$ cat src/rtl/vga_pkg.sv
// vga_pkg: definitions shared by the pixel sink and its plot FIFO.
//   SCREEN_W / SCREEN_H : visible raster size (160 x 120)
//   FB_WORDS / FB_AW    : frame-buffer word count and address width
//   state_e             : sink controller states (RUN, CLEAR)
//   pixel_t             : one queued plot {x, y, colour}
//   pixelAddr()         : linear frame-buffer address y*160+x
//   inScreen()          : true when (x,y) lies inside the raster
package vga_pkg;

  localparam int unsigned FB_AW = 15;

  localparam logic [7:0]       SCREEN_W = 8'd160;
  localparam logic [6:0]       SCREEN_H = 7'd120;
  localparam logic [FB_AW-1:0] FB_WORDS = 15'd19200;

  typedef enum logic {
    RUN   = 1'b0,
    CLEAR = 1'b1
  } state_e;

  typedef struct packed {
    logic [7:0] x;
    logic [6:0] y;
    logic [2:0] colour;
  } pixel_t;

  // 160 = 128 + 32, so y*160 becomes two shifts and an add.
  function automatic logic [FB_AW-1:0] pixelAddr(input logic [7:0] px, input logic [6:0] py);
    logic [FB_AW-1:0] yWide;
    logic [FB_AW-1:0] xWide;
    yWide = {{(FB_AW-7){1'b0}}, py};
    xWide = {{(FB_AW-8){1'b0}}, px};
    return (yWide << 7) + (yWide << 5) + xWide;
  endfunction

  function automatic logic inScreen(input logic [7:0] px, input logic [6:0] py);
    return (px < SCREEN_W) && (py < SCREEN_H);
  endfunction

endpackage

$ cat src/rtl/pixel_fifo.sv
// pixel_fifo: DEPTH-entry synchronous FIFO of pixel_t plots.
//   clock_i, resetn_i : clock and asynchronous active-low reset
//   push_i, data_i    : enqueue data_i (ignored when full unless popping too)
//   pop_i, data_o     : dequeue; data_o always shows the head entry
//   flush_i           : empty the FIFO; overrides push and pop
//   full_o, empty_o   : occupancy flags
module pixel_fifo
  import vga_pkg::*;
#(
  parameter int unsigned DEPTH = 4
) (
  input  logic   clock_i,
  input  logic   resetn_i,
  input  logic   push_i,
  input  logic   pop_i,
  input  logic   flush_i,
  input  pixel_t data_i,
  output pixel_t data_o,
  output logic   full_o,
  output logic   empty_o
);

  localparam int unsigned PW = $clog2(DEPTH);
  localparam int unsigned CW = PW + 1;
  localparam logic [CW-1:0] FULL_COUNT = CW'(DEPTH);

  pixel_t        mem_q [DEPTH];
  logic [PW-1:0] wrPtr_q, wrPtr_d;
  logic [PW-1:0] rdPtr_q, rdPtr_d;
  logic [CW-1:0] count_q, count_d;
  logic          doPush;
  logic          doPop;

  assign full_o  = (count_q == FULL_COUNT);
  assign empty_o = (count_q == '0);
  assign data_o  = mem_q[rdPtr_q];

  // A pop in the same cycle frees the slot, so a push into a full FIFO is
  // legal then. Flush discards everything, including this cycle's push.
  assign doPop  = pop_i && !empty_o && !flush_i;
  assign doPush = push_i && (!full_o || doPop) && !flush_i;

  // Pointer and occupancy bookkeeping; pointers wrap naturally at DEPTH.
  always_comb begin
    wrPtr_d = wrPtr_q;
    rdPtr_d = rdPtr_q;
    count_d = count_q;
    if (flush_i) begin
      wrPtr_d = '0;
      rdPtr_d = '0;
      count_d = '0;
    end else begin
      if (doPush) wrPtr_d = wrPtr_q + 1'b1;
      if (doPop)  rdPtr_d = rdPtr_q + 1'b1;
      case ({doPush, doPop})
        2'b10:   count_d = count_q + 1'b1;
        2'b01:   count_d = count_q - 1'b1;
        default: count_d = count_q;
      endcase
    end
  end

  // Control state.
  always_ff @(posedge clock_i or negedge resetn_i) begin
    if (!resetn_i) begin
      wrPtr_q <= '0;
      rdPtr_q <= '0;
      count_q <= '0;
    end else begin
      wrPtr_q <= wrPtr_d;
      rdPtr_q <= rdPtr_d;
      count_q <= count_d;
    end
  end

  // Storage needs no reset: entries are only read after being written.
  always_ff @(posedge clock_i) begin
    if (doPush) mem_q[wrPtr_q] <= data_i;
  end

endmodule

$ cat src/rtl/pixel_sink.sv
// pixel_sink: receives plot strobes, queues them and writes the frame buffer;
// also runs a full-screen clear sweep on request.
//   clock, resetn      : clock and asynchronous active-low reset
//   plot, x, y, colour : one pixel write request per cycle
//   clear_req          : start a clear sweep (ignored while one is running)
//   wr_en, wr_addr, wr_data : registered frame-buffer write port
//   busy               : high while the sweep is writing
//   clear_done         : one-cycle pulse after the final sweep write
//   overflow, oob      : sticky drop flags (FIFO full / off-screen plot)
module pixel_sink
  import vga_pkg::*;
#(
  parameter int unsigned DEPTH        = 4,
  parameter logic [2:0]  CLEAR_COLOUR = 3'b000
) (
  input  logic             clock,
  input  logic             resetn,
  input  logic             plot,
  input  logic [7:0]       x,
  input  logic [6:0]       y,
  input  logic [2:0]       colour,
  input  logic             clear_req,
  output logic             wr_en,
  output logic [FB_AW-1:0] wr_addr,
  output logic [2:0]       wr_data,
  output logic             busy,
  output logic             clear_done,
  output logic             overflow,
  output logic             oob
);

  state_e           state_q, state_d;
  logic [FB_AW-1:0] sweepAddr_q, sweepAddr_d;
  logic             wrEn_q, wrEn_d;
  logic [FB_AW-1:0] wrAddr_q, wrAddr_d;
  logic [2:0]       wrData_q, wrData_d;
  logic             busy_q, busy_d;
  logic             clearDone_q, clearDone_d;
  logic             overflow_q, overflow_d;
  logic             oob_q, oob_d;

  logic             plotValid;
  logic             plotBad;
  logic             sweepEnd;
  pixel_t           pixelIn;
  pixel_t           fifoHead;
  logic             fifoPush;
  logic             fifoPop;
  logic             fifoFlush;
  logic             fifoFull;
  logic             fifoEmpty;

  assign plotValid = plot && inScreen(x, y);
  assign plotBad   = plot && !inScreen(x, y);
  // The counter steps past the last address once, marking the done cycle.
  assign sweepEnd  = (sweepAddr_q == FB_WORDS);
  assign pixelIn   = '{x: x, y: y, colour: colour};

  pixel_fifo #(
    .DEPTH(DEPTH)
  ) u_fifo (
    .clock_i (clock),
    .resetn_i(resetn),
    .push_i  (fifoPush),
    .pop_i   (fifoPop),
    .flush_i (fifoFlush),
    .data_i  (pixelIn),
    .data_o  (fifoHead),
    .full_o  (fifoFull),
    .empty_o (fifoEmpty)
  );

  // State register.
  always_ff @(posedge clock or negedge resetn) begin
    if (!resetn) state_q <= RUN;
    else         state_q <= state_d;
  end

  // Next-state logic.
  always_comb begin
    state_d = state_q;
    unique case (state_q)
      RUN:     if (clear_req) state_d = CLEAR;
      CLEAR:   if (sweepEnd)  state_d = RUN;
      default: state_d = RUN;
    endcase
  end

  // Output and datapath logic. In RUN an empty FIFO is bypassed so a lone
  // plot is written the very next cycle; once anything is queued, new plots
  // go behind it to keep order. clear_req takes the FIFO away without
  // popping, since the sweep erases those pixels anyway.
  always_comb begin
    wrEn_d      = 1'b0;
    wrAddr_d    = wrAddr_q;
    wrData_d    = wrData_q;
    busy_d      = busy_q;
    clearDone_d = 1'b0;
    sweepAddr_d = sweepAddr_q;
    overflow_d  = overflow_q;
    oob_d       = oob_q | plotBad;
    fifoPush    = 1'b0;
    fifoPop     = 1'b0;
    fifoFlush   = 1'b0;

    unique case (state_q)
      RUN: begin
        if (clear_req) begin
          fifoFlush   = 1'b1;
          wrEn_d      = 1'b1;
          wrAddr_d    = '0;
          wrData_d    = CLEAR_COLOUR;
          sweepAddr_d = {{(FB_AW-1){1'b0}}, 1'b1};
          busy_d      = 1'b1;
        end else if (!fifoEmpty) begin
          fifoPop  = 1'b1;
          fifoPush = plotValid;
          wrEn_d   = 1'b1;
          wrAddr_d = pixelAddr(fifoHead.x, fifoHead.y);
          wrData_d = fifoHead.colour;
        end else if (plotValid) begin
          wrEn_d   = 1'b1;
          wrAddr_d = pixelAddr(x, y);
          wrData_d = colour;
        end
      end

      CLEAR: begin
        if (sweepEnd) begin
          clearDone_d = 1'b1;
          busy_d      = 1'b0;
          sweepAddr_d = '0;
        end else begin
          wrEn_d      = 1'b1;
          wrAddr_d    = sweepAddr_q;
          wrData_d    = CLEAR_COLOUR;
          sweepAddr_d = sweepAddr_q + 1'b1;
        end
        if (plotValid) begin
          if (fifoFull) overflow_d = 1'b1;
          else          fifoPush   = 1'b1;
        end
      end

      default: ;
    endcase
  end

  // Registered outputs, sweep counter and sticky flags.
  always_ff @(posedge clock or negedge resetn) begin
    if (!resetn) begin
      sweepAddr_q <= '0;
      wrEn_q      <= 1'b0;
      wrAddr_q    <= '0;
      wrData_q    <= '0;
      busy_q      <= 1'b0;
      clearDone_q <= 1'b0;
      overflow_q  <= 1'b0;
      oob_q       <= 1'b0;
    end else begin
      sweepAddr_q <= sweepAddr_d;
      wrEn_q      <= wrEn_d;
      wrAddr_q    <= wrAddr_d;
      wrData_q    <= wrData_d;
      busy_q      <= busy_d;
      clearDone_q <= clearDone_d;
      overflow_q  <= overflow_d;
      oob_q       <= oob_d;
    end
  end

  assign wr_en      = wrEn_q;
  assign wr_addr    = wrAddr_q;
  assign wr_data    = wrData_q;
  assign busy       = busy_q;
  assign clear_done = clearDone_q;
  assign overflow   = overflow_q;
  assign oob        = oob_q;

endmodule
$ cat config.mk
export PLATFORM = sky130hd
export DESIGN_NAME = pixel_sink
export DESIGN_NICKNAME = d
export VERILOG_FILES = /design/src/rtl/vga_pkg.sv /design/src/rtl/pixel_fifo.sv /design/src/rtl/pixel_sink.sv
export SDC_FILE = /design/constraint.sdc
export NUM_CORES = 1
export LEC_CHECK = 0
export BUFFER_PORTS_ARGS = -buffer_cell sky130_fd_sc_hd__clkbuf_2
export CAP_MARGIN = 20
export CORE_UTILIZATION = 31
export CTS_CLUSTER_SIZE = 40
export DETAILED_ROUTE_END_ITERATION = 7
export PLACE_DENSITY_LB_ADDON = 0.25
export SYNTH_ARGS = -nofsm -noshare
export SYNTH_HDL_FRONTEND = slang
export SYNTH_SLANG_ARGS = --single-unit
export TNS_END_PERCENT = 50
$ cat constraint.sdc
create_clock -name clock -period 4.95 [get_ports clock]
set_input_delay 0.7425 -clock clock [delete_from_list [all_inputs] [get_ports clock]]
set_output_delay 0.7425 -clock clock [all_outputs]
set_load 0.1 [all_outputs]
==> results of run 1 <==
[worst min path at each step]
stage	from	to	slack, ns
floorplan	resetn	busy$_DFFE_PN0P_	0.45
CTS	resetn	u_fifo.count_q[1]$_DFFE_PN0P_	0.43
finish	resetn	u_fifo.count_q[0]$_DFFE_PN0P_	0.41
global placement	oob$_DFF_PN0_	oob$_DFF_PN0_	0.44
global route	resetn	oob$_DFF_PN0_	0.48
detailed placement	oob$_DFF_PN0_	oob$_DFF_PN0_	0.45
[where the power goes]
part / internal (mW) / total, mW / switching [mW] / leakage (nW)
Sequential: 1.21 / 1.36 / 0.146 / 1.21
Combinational: 0.373 / 1.10 / 0.725 / 1.35
Clock: 0.794 / 1.26 / 0.462 / 0.285
[final cells by class]
type / count / area, um^2 / area share, %
clock inverters: 14 / 174 / 2.47
multi-input cells: 327 / 2450 / 34.8
well taps: 234 / 293 / 4.16
inverters: 21 / 78.8 / 1.12
repair buffers: 51 / 300 / 4.27
clock buffers: 18 / 429 / 6.10
flip-flops and latches: 118 / 3310 / 47.1
[worst max-delay path, stage by stage (launching register included)]
cell	delay (ns)
dfrtp_1	0.79
buf_4	0.36
mux4_2	0.56
ha_1	0.32
ha_1	0.35
o21ai_0	0.30
o21bai_1	0.14
a2111oi_2	0.42
nor2_1	0.09
a21oi_1	0.16
o211ai_1	0.10
[stage by stage]
stage | setup slack, ns | power [mW]
finish | 1.22 | 3.71
global route | 0.933 | 3.92
CTS | 1.17 | 3.74
detailed placement | 1.19 | 2.47
global placement | 1.28 | 2.45
floorplan | 1.67 | 2.20
[sequential cells by signal, indices dropped and copies added, names as in the netlist]
name	cells
u_fifo.count_q	3
busy	1
u_fifo.wrPtr_q	2
wr_en	1
clear_done	1
u_fifo.mem_q	72
wr_addr	15
overflow	1
wr_data	3
u_fifo.rdPtr_q	2
state_q	1
oob	1
sweepAddr_q	15
[routing by layer]
metal / GRT usage [%] / part of all wire, % / routed length (um)
met1: 20.6 / 47 / 6510
met2: 24.9 / 48 / 6660
met3: 3.66 / 4.6 / 635
met4: 5.26 / 0.98 / 136
met5: 0 / 0 / 0
[layout by cell type, fill, tap and decap left out, drive strengths merged, types with 6 or more instances in the layout]
cell	count
nor3	6
and3	9
nand2	60
nor2	32
a21oi	40
dfrtp	46
inv	24
buf	7
edfxtp	72
ha	32
o21ai	39
nand3	7
clkbuf	62
a211oi	8
mux4	18
[logic make-up after synthesis]
kind of cell	synth area share (%)
simple gates	11.5
compound gates	12.4
flops	55.7
buf+inv	3.13
fa+ha+maj	8.41
mux	7.66
xor+xnor	1.18
==> flow_summary_export.csv, run 1 <==
group,metric,value,unit
drt,initialDrtViolationCount,250,
clock_tree,cts_root_buffer,"clkbuf_16",
sta,clock_skew,0.00812,ns
sta,min_period,3.73,ns
global_routing,grt_max_degree,47,
global_routing,grt_use_total,15.5,%
status,status,"completed",
global_routing,gr-total-overflow,0,
layout,final_util,37.5,%
die,io_pins,45,
clock_tree,holdBufCountCts,0,
drt,drtAntennaViolNets,0,
pwr,power.density,528,nW/um^2
placement,portBuffers,44,
clock_tree,cts_tree,"built",
clock_tree,cts_max_level,4,
sta,fmax,268,MHz
synthesis,netlist_area,5950,um^2
die,core,18800,um^2
worst_setup_path,crit_required,5.24,ns
drt,vias,4068,
sta,final-setup-viol-count,0,
worst_setup_path,critPathArrivalTime,4.02,ns
drt,detail_route.wl_per_cell,17.8,um
worst_setup_path,start_kind,"flop",
layout,finalNonFillerCells,783,
placement,placed_cells,749,
sta,finalMaxSlewViolations,0,
drt,firstDrtPassIters,4,
clock_tree,cts_num_sinks,118,
synthesis,yosys_register_bits,118,
sta,fin_setup_tns,0,ns
pwr,max-vdd-ir-drop,263,uV
clock_tree,cts_buffer_depth,2,
layout,nFillCells,1822,
worst_setup_path,reg2reg_slack,1.22,ns
die,dieArea,19800,um^2
sta,slew_headroom,28.0,%
worst_setup_path,crit_path_max_fanout,12,
placement,dp.final_hpwl,9.61,mm
die,die_w,141,um
sta,hold_ws,0.410,ns
synthesis,synthCells,485,
worst_setup_path,critPathKind,"flop to flop",
sta,fin_crit_sh,75.3,%
die,num_rows,50,
layout,nets,595,
worst_setup_path,crit_path_end,"wr_addr[13]$_DFFE_PN0P_",
clock_tree,cts_setup_buffers,0,
worst_setup_path,r2r-start,"u_fifo.rdPtr_q[0]$_DFFE_PN0P_",
pwr,leakage,2.85,nW
synthesis,synth_edf_count,72,
worst_setup_path,reg2reg_depth,10,
synthesis,postSynthAreaPerCell,12.3,um^2
die,initial_core_util,31.7,%
drt,vias_per_cell,5.20,
synthesis,yosysMostFrequentCell,"edfxtp_1",
sta,grt_setup_unrepaired,"false",
synthesis,ys_async_sr_fraction,39.0,%
placement,globalplace.congestion,0.856,
clock_tree,path_clk_slew,0.06,ns
synthesis,synth_top_area_share,36.3,%
drt,drc,0,
synthesis,yosysUniqueCellTypes,55,
sta,worstMarginPinSlew,1.07,ns
synthesis,ys_seq_area_share,55.7,%
layout,antennaDiodeCount,0,
synthesis,synthTopCellsByArea,"edfxtp_1 (36%), dfrtp_1 (19%), mux4_2 (6.8%)",
drt,wl,13.9,mm
layout,area_delta_synth_final,18.3,%
worst_setup_path,rr_endpoint,"wr_addr[13]$_DFFE_PN0P_",
synthesis,ys_warn_count,0,
sta,hold_viol,0,
global_routing,grt_pass1_wl,22.7,mm
layout,final_cell_area,7040,um^2
die,die_h,141,um
synthesis,synth_fp_nets,544,
clock_tree,clk_latency,0.42,ns
clock_tree,cts_made_buffers,17,
clock_tree,cts-resized-gates,0,
global_routing,antenna_found_initial,0,
global_routing,grt_pass1_vias,4199,
placement,place_area,6390,um^2
synthesis,synth_top_area_cell,"edfxtp_1",
worst_setup_path,cp-end-kind,"flop",
min_path,hp-class,"primary input to asynchronous set/reset pin",
synthesis,synth_commonest_cells,"edfxtp_1 (72), nand2_1 (59), dfrtp_1 (46), a21oi_1 (40), o21ai_0 (37)",
worst_setup_path,crit_start,"u_fifo.rdPtr_q[0]$_DFFE_PN0P_",
layout,drive_gt1_share,20.8,%
job,maxCapViolCount,0,
synthesis,synth_flop_cell,"edfxtp_1",
(Power assumes the default switching activity.)
==> run 2, diff against run 1 <==
--- a/config.mk
+++ b/config.mk
@@ -5,6 +5,7 @@
 export SDC_FILE = /design/constraint.sdc
 export NUM_CORES = 1
 export LEC_CHECK = 0
+export ABC_AREA = 1
 export BUFFER_PORTS_ARGS = -buffer_cell sky130_fd_sc_hd__clkbuf_2
 export CAP_MARGIN = 20
 export CORE_UTILIZATION = 31
==> constraint.sdc (replaced) <==
create_clock -name clock -period 3.1 [get_ports clock]
set_input_delay 0.465 -clock clock [delete_from_list [all_inputs] [get_ports clock]]
set_output_delay 0.465 -clock clock [all_outputs]
set_load 0.1 [all_outputs]
==> run 2 against run 1 <==
Compared with the run above: hold slack worse by 0.13 ns; fmax is 34% higher; register-to-register slack worse by 0.91 ns; combinational power is 20% lower; sequential power is 40% higher; sequential cell count stayed put; worst setup slack worse by 0.91 ns; cell count is 27% higher; global-route usage is 1.5 points higher.
==> flow_summary_export.csv, run 2 <==
group,metric,value,unit
drt,wl,16.0,mm
worst_setup_path,cp-end-kind,"flop",
pwr,finalPower,4.77,mW
drt,initialDrtViolationCount,322,
worst_setup_path,critPathArrivalTime,3.12,ns
synthesis,yosysMostFrequentCell,"nand2_1",
sta,finalMaxSlewViolations,0,
worst_setup_path,critPathKind,"flop to flop",
worst_setup_path,crit_path_max_incr_delay,0.54,ns
drt,detail_route.wl_per_cell,16.1,um
pwr,p_switching,1.32,mW
global_routing,grt_pass1_wl,25.8,mm
synthesis,synth_flop_cell,"edfxtp_1",
job,maxCapViolCount,0,
die,num_rows,51,
synthesis,synth_fp_nets,713,
worst_setup_path,r2r-start,"u_fifo.rdPtr_q[0]$_DFFE_PN0P_",
clock_tree,cts_num_sinks,118,
synthesis,synthTopCellsByArea,"edfxtp_1 (35%), dfrtp_1 (19%), nand2_1 (7.4%)",
die,initial_core_util,31.8,%
layout,largest_reg_flops,72,
pwr,seq_power_share,39.8,%
synthesis,synth_commonest_cells,"nand2_1 (123), inv_1 (76), edfxtp_1 (72), nor2_1 (69), o21ai_0 (53)",
global_routing,grt_max_degree,39,
layout,antennaDiodeCount,0,
status,status,"completed",
global_routing,gr-total-overflow,0,
sta,worstMarginPinSlew,0.589,ns
placement,portBuffers,44,
pwr,max-vdd-ir-drop,318,uV
layout,nets,776,
layout,final_util,38.0,%
die,die_w,143,um
layout,nFillCells,2015,
layout,area_delta_synth_final,19.7,%
global_routing,grt_pass1_vias,4787,
worst_setup_path,crit_required,3.43,ns
worst_setup_path,start_kind,"flop",
placement,globalplace.congestion,0.827,
pwr,pwr-share-clk,41.7,%
synthesis,synthCells,654,
placement,place_ws,0.255,ns
clock_tree,cts_max_level,4,
synthesis,yosysUniqueCellTypes,45,
worst_setup_path,worstPathCellList,"buf_12 -> nand2_1 -> a32oi_2 -> inv_1 -> fa_1 -> fa_1 -> inv_1 -> nand2_1 -> nand3_1 -> nand2_1 -> nand2_1 -> nand2_1 -> nand2_1 -> nand2_1 -> a21oi_1",
synthesis,postSynthAreaPerCell,9.49,um^2
clock_tree,cts_made_buffers,17,
worst_setup_path,cp_slowest_cell,"fa_1",
synthesis,yosys_register_bits,118,
worst_setup_path,path_common_cell,"nand2_1",
synthesis,ys_warn_count,0,
sta,grt_setup_unrepaired,"false",
worst_setup_path,crit_path_end,"wr_addr[14]$_DFFE_PN0P_",
worst_setup_path,rr_endpoint,"wr_addr[14]$_DFFE_PN0P_",
drt,vias,4748,
worst_setup_path,reg2reg_slack,0.31,ns
global_routing,antenna_found_initial,0,
placement,dp.final_hpwl,11.2,mm
sta,min_period,2.79,ns
sta,fin_setup_tns,0,ns
die,dieArea,20600,um^2
layout,drive_gt1_share,16.3,%
sta,fmax,359,MHz
worst_setup_path,crit_path_max_fanout,38,
global_routing,grt_use_total,17.0,%
clock_tree,cts_tree,"built",
clock_tree,path_clk_slew,0.05,ns
pwr,power.internal,3.45,mW
sta,clock_skew,0.0158,ns
sta,final-setup-viol-count,0,
clock_tree,cts_root_buffer,"clkbuf_16",
pwr,power.density,642,nW/um^2
clock_tree,cts_setup_buffers,0,
worst_setup_path,reg2reg_depth,15,
pwr,pwr-share-comb,18.4,%
synthesis,synth_top_area_share,34.9,%
sta,slew_headroom,60.4,%
die,core,19500,um^2
pwr,leakage,3.25,nW
drt,vias_per_cell,4.78,
drt,drtAntennaViolNets,0,
synthesis,ys_seq_area_share,53.4,%
min_path,hp-class,"primary input to flop",
synthesis,synth_edf_count,72,
layout,multi_input_area,2480,um^2
layout,max_flop_register,"u_fifo.mem_q",
synthesis,ys_async_sr_fraction,39.0,%
layout,final_cell_mix,"nand2_1 (123), inv_1 (76), edfxtp_1 (72)",
pwr,switching_share,27.7,%
sta,hold_ws,0.276,ns
synthesis,netlist_area,6200,um^2
drt,drc,0,
worst_setup_path,crit_start,"u_fifo.rdPtr_q[0]$_DFFE_PN0P_",
sta,fin_crit_sh,90.0,%
clock_tree,cts_buffer_depth,2,
clock_tree,clk_latency,0.41,ns
layout,mostFrequentLayoutCell,"nand2_1",
synthesis,synth_top_area_cell,"edfxtp_1",
die,die_h,143,um
sta,setup_slack,0.311,ns
sta,hold_viol,0,
die,io_pins,45,
drt,firstDrtPassIters,4,
layout,seqCellArea,3310,um^2
## run 2: cell types whose count changed after synthesis, moves of 8 or more
| cell | change |
|---|---|
| a211oi_1 | -8 |
| nand4_1 | +11 |
| a21oi_1 | -16 |
| nand2_1 | +64 |
| mux4_2 | -18 |
| o21ai_0 | +16 |
| nand3_1 | +37 |
| nor2_1 | +37 |
| inv_1 | +55 |
| and3_1 | -9 |
| o22ai_1 | +15 |
## run 2: worst min path at each step
stage	slack, ns	endpoint	startpoint	cells past startpoint
floorplan	0.17	busy$_DFFE_PN0P_	resetn	0
global placement	0.44	oob$_DFF_PN0_	oob$_DFF_PN0_	1
detailed placement	0.45	oob$_DFF_PN0_	oob$_DFF_PN0_	1
CTS	0.26	u_fifo.rdPtr_q[1]$_DFFE_PN0P_	resetn	1
global route	0.29	u_fifo.mem_q[3][2]$_DFFE_PP_	colour[2]	1
finish	0.28	oob$_DFF_PN0_	plot	2
## run 2: what timing repair did
action                     in CTS  in global routing
hold endpoints to repair        0                  4
gates resized for setup         0                  4
setup endpoints to repair       0                  2
hold buffers                    0                  1
## run 2: layout make-up
type	count	share of cell area, %
flip-flops and latches	118	44.6
multi-input cells	436	33.4
clock buffers	21	6.33
repair buffers	61	5.22
well taps	265	4.46
inverters	83	4.28
clock inverters	10	1.72
## run 2: per-layer routing
layer	part of all wire [%]	vias up	global-route usage, %
met5	0	-	0
met4	0.97	0	5.15
met3	5.2	9	3.90
met2	46	100	27.2
met1	48	2285	22.8
li1	-	2354	-
## run 2: cell families (layout without fill, tap and decap cells)
kind of cell / count (synthesis) / in the layout / share of synthesized area, %
AO/OA/AOI/OAI: 122 / 122 / 11.7
flip-flops: 118 / 118 / 53.4
buffers and inverters: 100 / 175 / 6.90
XOR/XNOR: 8 / 8 / 1.13
adder cells (fa/ha/maj): 37 / 37 / 8.07
AND/OR/NAND/NOR: 269 / 269 / 18.8
## run 2: metrics by stage
| stage | cells | cell area (um^2) |
|---|---|---|
| after floorplan | 654 | 6200 |
| after global placement | 961 | 6780 |
| after detailed placement | 961 | 6780 |
| after CTS | 992 | 7380 |
| after global routing | 994 | 7430 |
| final | 994 | 7430 |
## run 2: power groups by stage
stage,clock network [mW],registers (mW),logic (mW)
CTS,2.02,1.90,0.882
floorplan,0,1.96,0.548
global placement,0,1.93,0.876
finish,1.99,1.90,0.879
detailed placement,0,1.93,0.877
global route,2.09,1.92,1.01
## run 2: critical path: cells and delay by family (launching register included)
family          cells  cell delay, ns
flops               1            0.40
simple gates        8            0.49
compound gates      2            0.37
fa+ha+maj           2            1.04
buf+inv             3            0.39
==> run 3, diff against run 2 <==
--- a/config.mk
+++ b/config.mk
@@ -7,7 +7,6 @@
 export LEC_CHECK = 0
 export ABC_AREA = 1
 export BUFFER_PORTS_ARGS = -buffer_cell sky130_fd_sc_hd__clkbuf_2
-export CAP_MARGIN = 20
 export CORE_UTILIZATION = 31
 export CTS_CLUSTER_SIZE = 40
 export DETAILED_ROUTE_END_ITERATION = 7
==> constraint.sdc (replaced) <==
create_clock -name clock -period 3.1 [get_ports clock]
set_input_delay 0.155 -clock clock [delete_from_list [all_inputs] [get_ports clock]]
set_output_delay 0.155 -clock clock [all_outputs]
set_load 0.1 [all_outputs]
==> run 3 against run 2 <==
Compared with the run above: wire length fell by 1.3%; combinational power is 0.9% lower; fmax down 2.4%; clock power decreased by 6%; highest routed layer unchanged; design area about the same.
==> flow_summary_export.csv, run 3 (synthesis results as in run 2) <==
group,metric,value,unit
pwr,power.density,625,nW/um^2
worst_setup_path,reg2reg_depth,14,
layout,final_util,38.0,%
global_routing,grt_pass1_vias,4641,
worst_setup_path,cp-end-kind,"flop",
clock_tree,cts_num_sinks,118,
drt,initialDrtViolationCount,302,
placement,portBuffers,44,
worst_setup_path,crit_start,"u_fifo.rdPtr_q[0]$_DFFE_PN0P_",
pwr,switching_share,28.0,%
sta,min_period,2.86,ns
worst_setup_path,reg2reg_slack,0.24,ns
layout,mostFrequentLayoutCell,"nand2_1",
die,die_w,143,um
placement,place_area,6760,um^2
global_routing,grt_use_total,16.8,%
clock_tree,path_clk_slew,0.05,ns
layout,area_delta_synth_final,19.7,%
worst_setup_path,start_kind,"flop",
sta,hold_viol,0,
drt,wl,15.8,mm
die,dieArea,20600,um^2
drt,vias,4790,
worst_setup_path,critPathArrivalTime,3.18,ns
drt,vias_per_cell,4.79,
layout,antennaDiodeCount,0,
die,core,19500,um^2
sta,slew_headroom,32.3,%
worst_setup_path,crit_path_end,"wr_addr[10]$_DFFE_PN0P_",
sta,finalMaxSlewViolations,0,
global_routing,grt_max_degree,39,
status,status,"completed",
die,io_pins,45,
clock_tree,cts_buffer_depth,2,
sta,final-setup-viol-count,0,
sta,fin_setup_tns,0,ns
pwr,seq_power_share,41.0,%
global_routing,grt_pass1_wl,25.5,mm
sta,worstMarginPinSlew,1.02,ns
drt,drc,0,
sta,clock_skew,0.00695,ns
job,maxCapViolCount,0,
sta,hold_ws,0.0144,ns
placement,dp.final_hpwl,11.2,mm
pwr,power.internal,3.34,mW
worst_setup_path,critPathKind,"flop to flop",
clock_tree,cts_max_level,4,
clock_tree,cts_made_buffers,17,
global_routing,antenna_found_initial,0,
sta,fin_crit_sh,92.1,%
pwr,pwr-share-clk,40.2,%
die,initial_core_util,31.8,%
die,die_h,143,um
layout,final_cell_mix,"nand2_1 (123), inv_1 (76), edfxtp_1 (72)",
worst_setup_path,r2r-start,"u_fifo.rdPtr_q[0]$_DFFE_PN0P_",
drt,firstDrtPassIters,4,
clock_tree,cts_root_buffer,"clkbuf_16",
min_path,hp-class,"primary input to flop",
layout,max_flop_register,"u_fifo.mem_q",
layout,drive_gt1_share,16.2,%
pwr,max-vdd-ir-drop,369,uV
drt,detail_route.wl_per_cell,15.8,um
pwr,p_switching,1.30,mW
worst_setup_path,rr_endpoint,"wr_addr[10]$_DFFE_PN0P_",
layout,nets,780,
pwr,leakage,3.26,nW
drt,drtAntennaViolNets,0,
worst_setup_path,crit_required,3.43,ns
clock_tree,cts_tree,"built",
die,num_rows,51,
placement,globalplace.congestion,0.828,
layout,largest_reg_flops,72,
worst_setup_path,crit_path_max_fanout,29,
clock_tree,clk_latency,0.41,ns
layout,final_cell_area,7430,um^2
pwr,pwr-share-comb,18.8,%
global_routing,gr-total-overflow,0,
sta,grt_setup_unrepaired,"false",
sta,fmax,350,MHz
==> run 3: final cells by class <==
type	count	area, um^2
tap	265	332
timing repair buffer	65	418
fill	1980	12100
clock buffer	20	457
sequential	118	3310
clock inverter	12	110
inverter	83	318
multi-input combinational	436	2480
==> run 3: worst max-delay path, cell delays in order, from the launching register on <==
cell and delay [ns]:
dfrtp_2 0.41, clkinvlp_4 0.19, buf_12 0.21, o21ai_0 0.19, o22ai_1 0.14, ha_1 0.31, ha_1 0.20, inv_1 0.07
fa_1 0.43, nor2_1 0.16, nor3_1 0.06, nand3b_1 0.16, nand2_1 0.06, nand2_1 0.05, a21oi_1 0.13
==> run 3: how the worst min path moves through the flow <==
stage	endpoint	depth (start not counted)	from	slack, ns
4_1_cts	u_fifo.mem_q[3][13]$_DFFE_PP_	1	x[3]	0.001
3_3_place_gp	oob$_DFF_PN0_	1	resetn	0.25
2_1_floorplan	busy$_DFFE_PN0P_	0	resetn	-0.14
5_1_grt	u_fifo.mem_q[0][12]$_DFFE_PP_	1	x[2]	0.007
3_5_place_dp	wr_data[2]$_DFFE_PN0P_	1	resetn	0.25
6_report	u_fifo.mem_q[1][16]$_DFFE_PP_	1	x[6]	0.01
==> run 3: metrics by stage <==
| step | power, mW | instances | worst slack (ns) |
|---|---|---|---|
| detailed placement | 2.80 | 959 | 0.182 |
| global placement | 2.80 | 959 | 0.283 |
| global route | 4.88 | 999 | 0.0246 |
| finish | 4.64 | 999 | 0.244 |
| CTS | 4.69 | 997 | 0.164 |
| floorplan | 2.51 | 654 | 0.375 |
==> run 3: repair_timing <==
item / CTS / global route
endpoints found under the hold margin: 38 / 0
buffers inserted: 0 / 2
endpoints found under the setup margin: 0 / 3
resized for setup: 0 / 4
hold buffers: 6 / 0
==> run 3: power groups by stage <==
stage	Sequential [mW]	Clock, mW	Combinational (mW)
after floorplan	1.96	0	0.548
after global placement	1.93	0	0.874
after detailed placement	1.93	0	0.874
after CTS	1.90	1.90	0.884
after global routing	1.92	1.96	1.00
final	1.90	1.87	0.871
==> run 3: metal layers <==
| metal | GRT usage, % | vias up | wire length (um) |
|---|---|---|---|
| li1 | - | 2367 | - |
| met1 | 22.4 | 2314 | 7690 |
| met2 | 27.2 | 96 | 7430 |
| met3 | 2.80 | 13 | 510 |
| met4 | 6.38 | 0 | 196 |
| met5 | 0 | - | 0 |
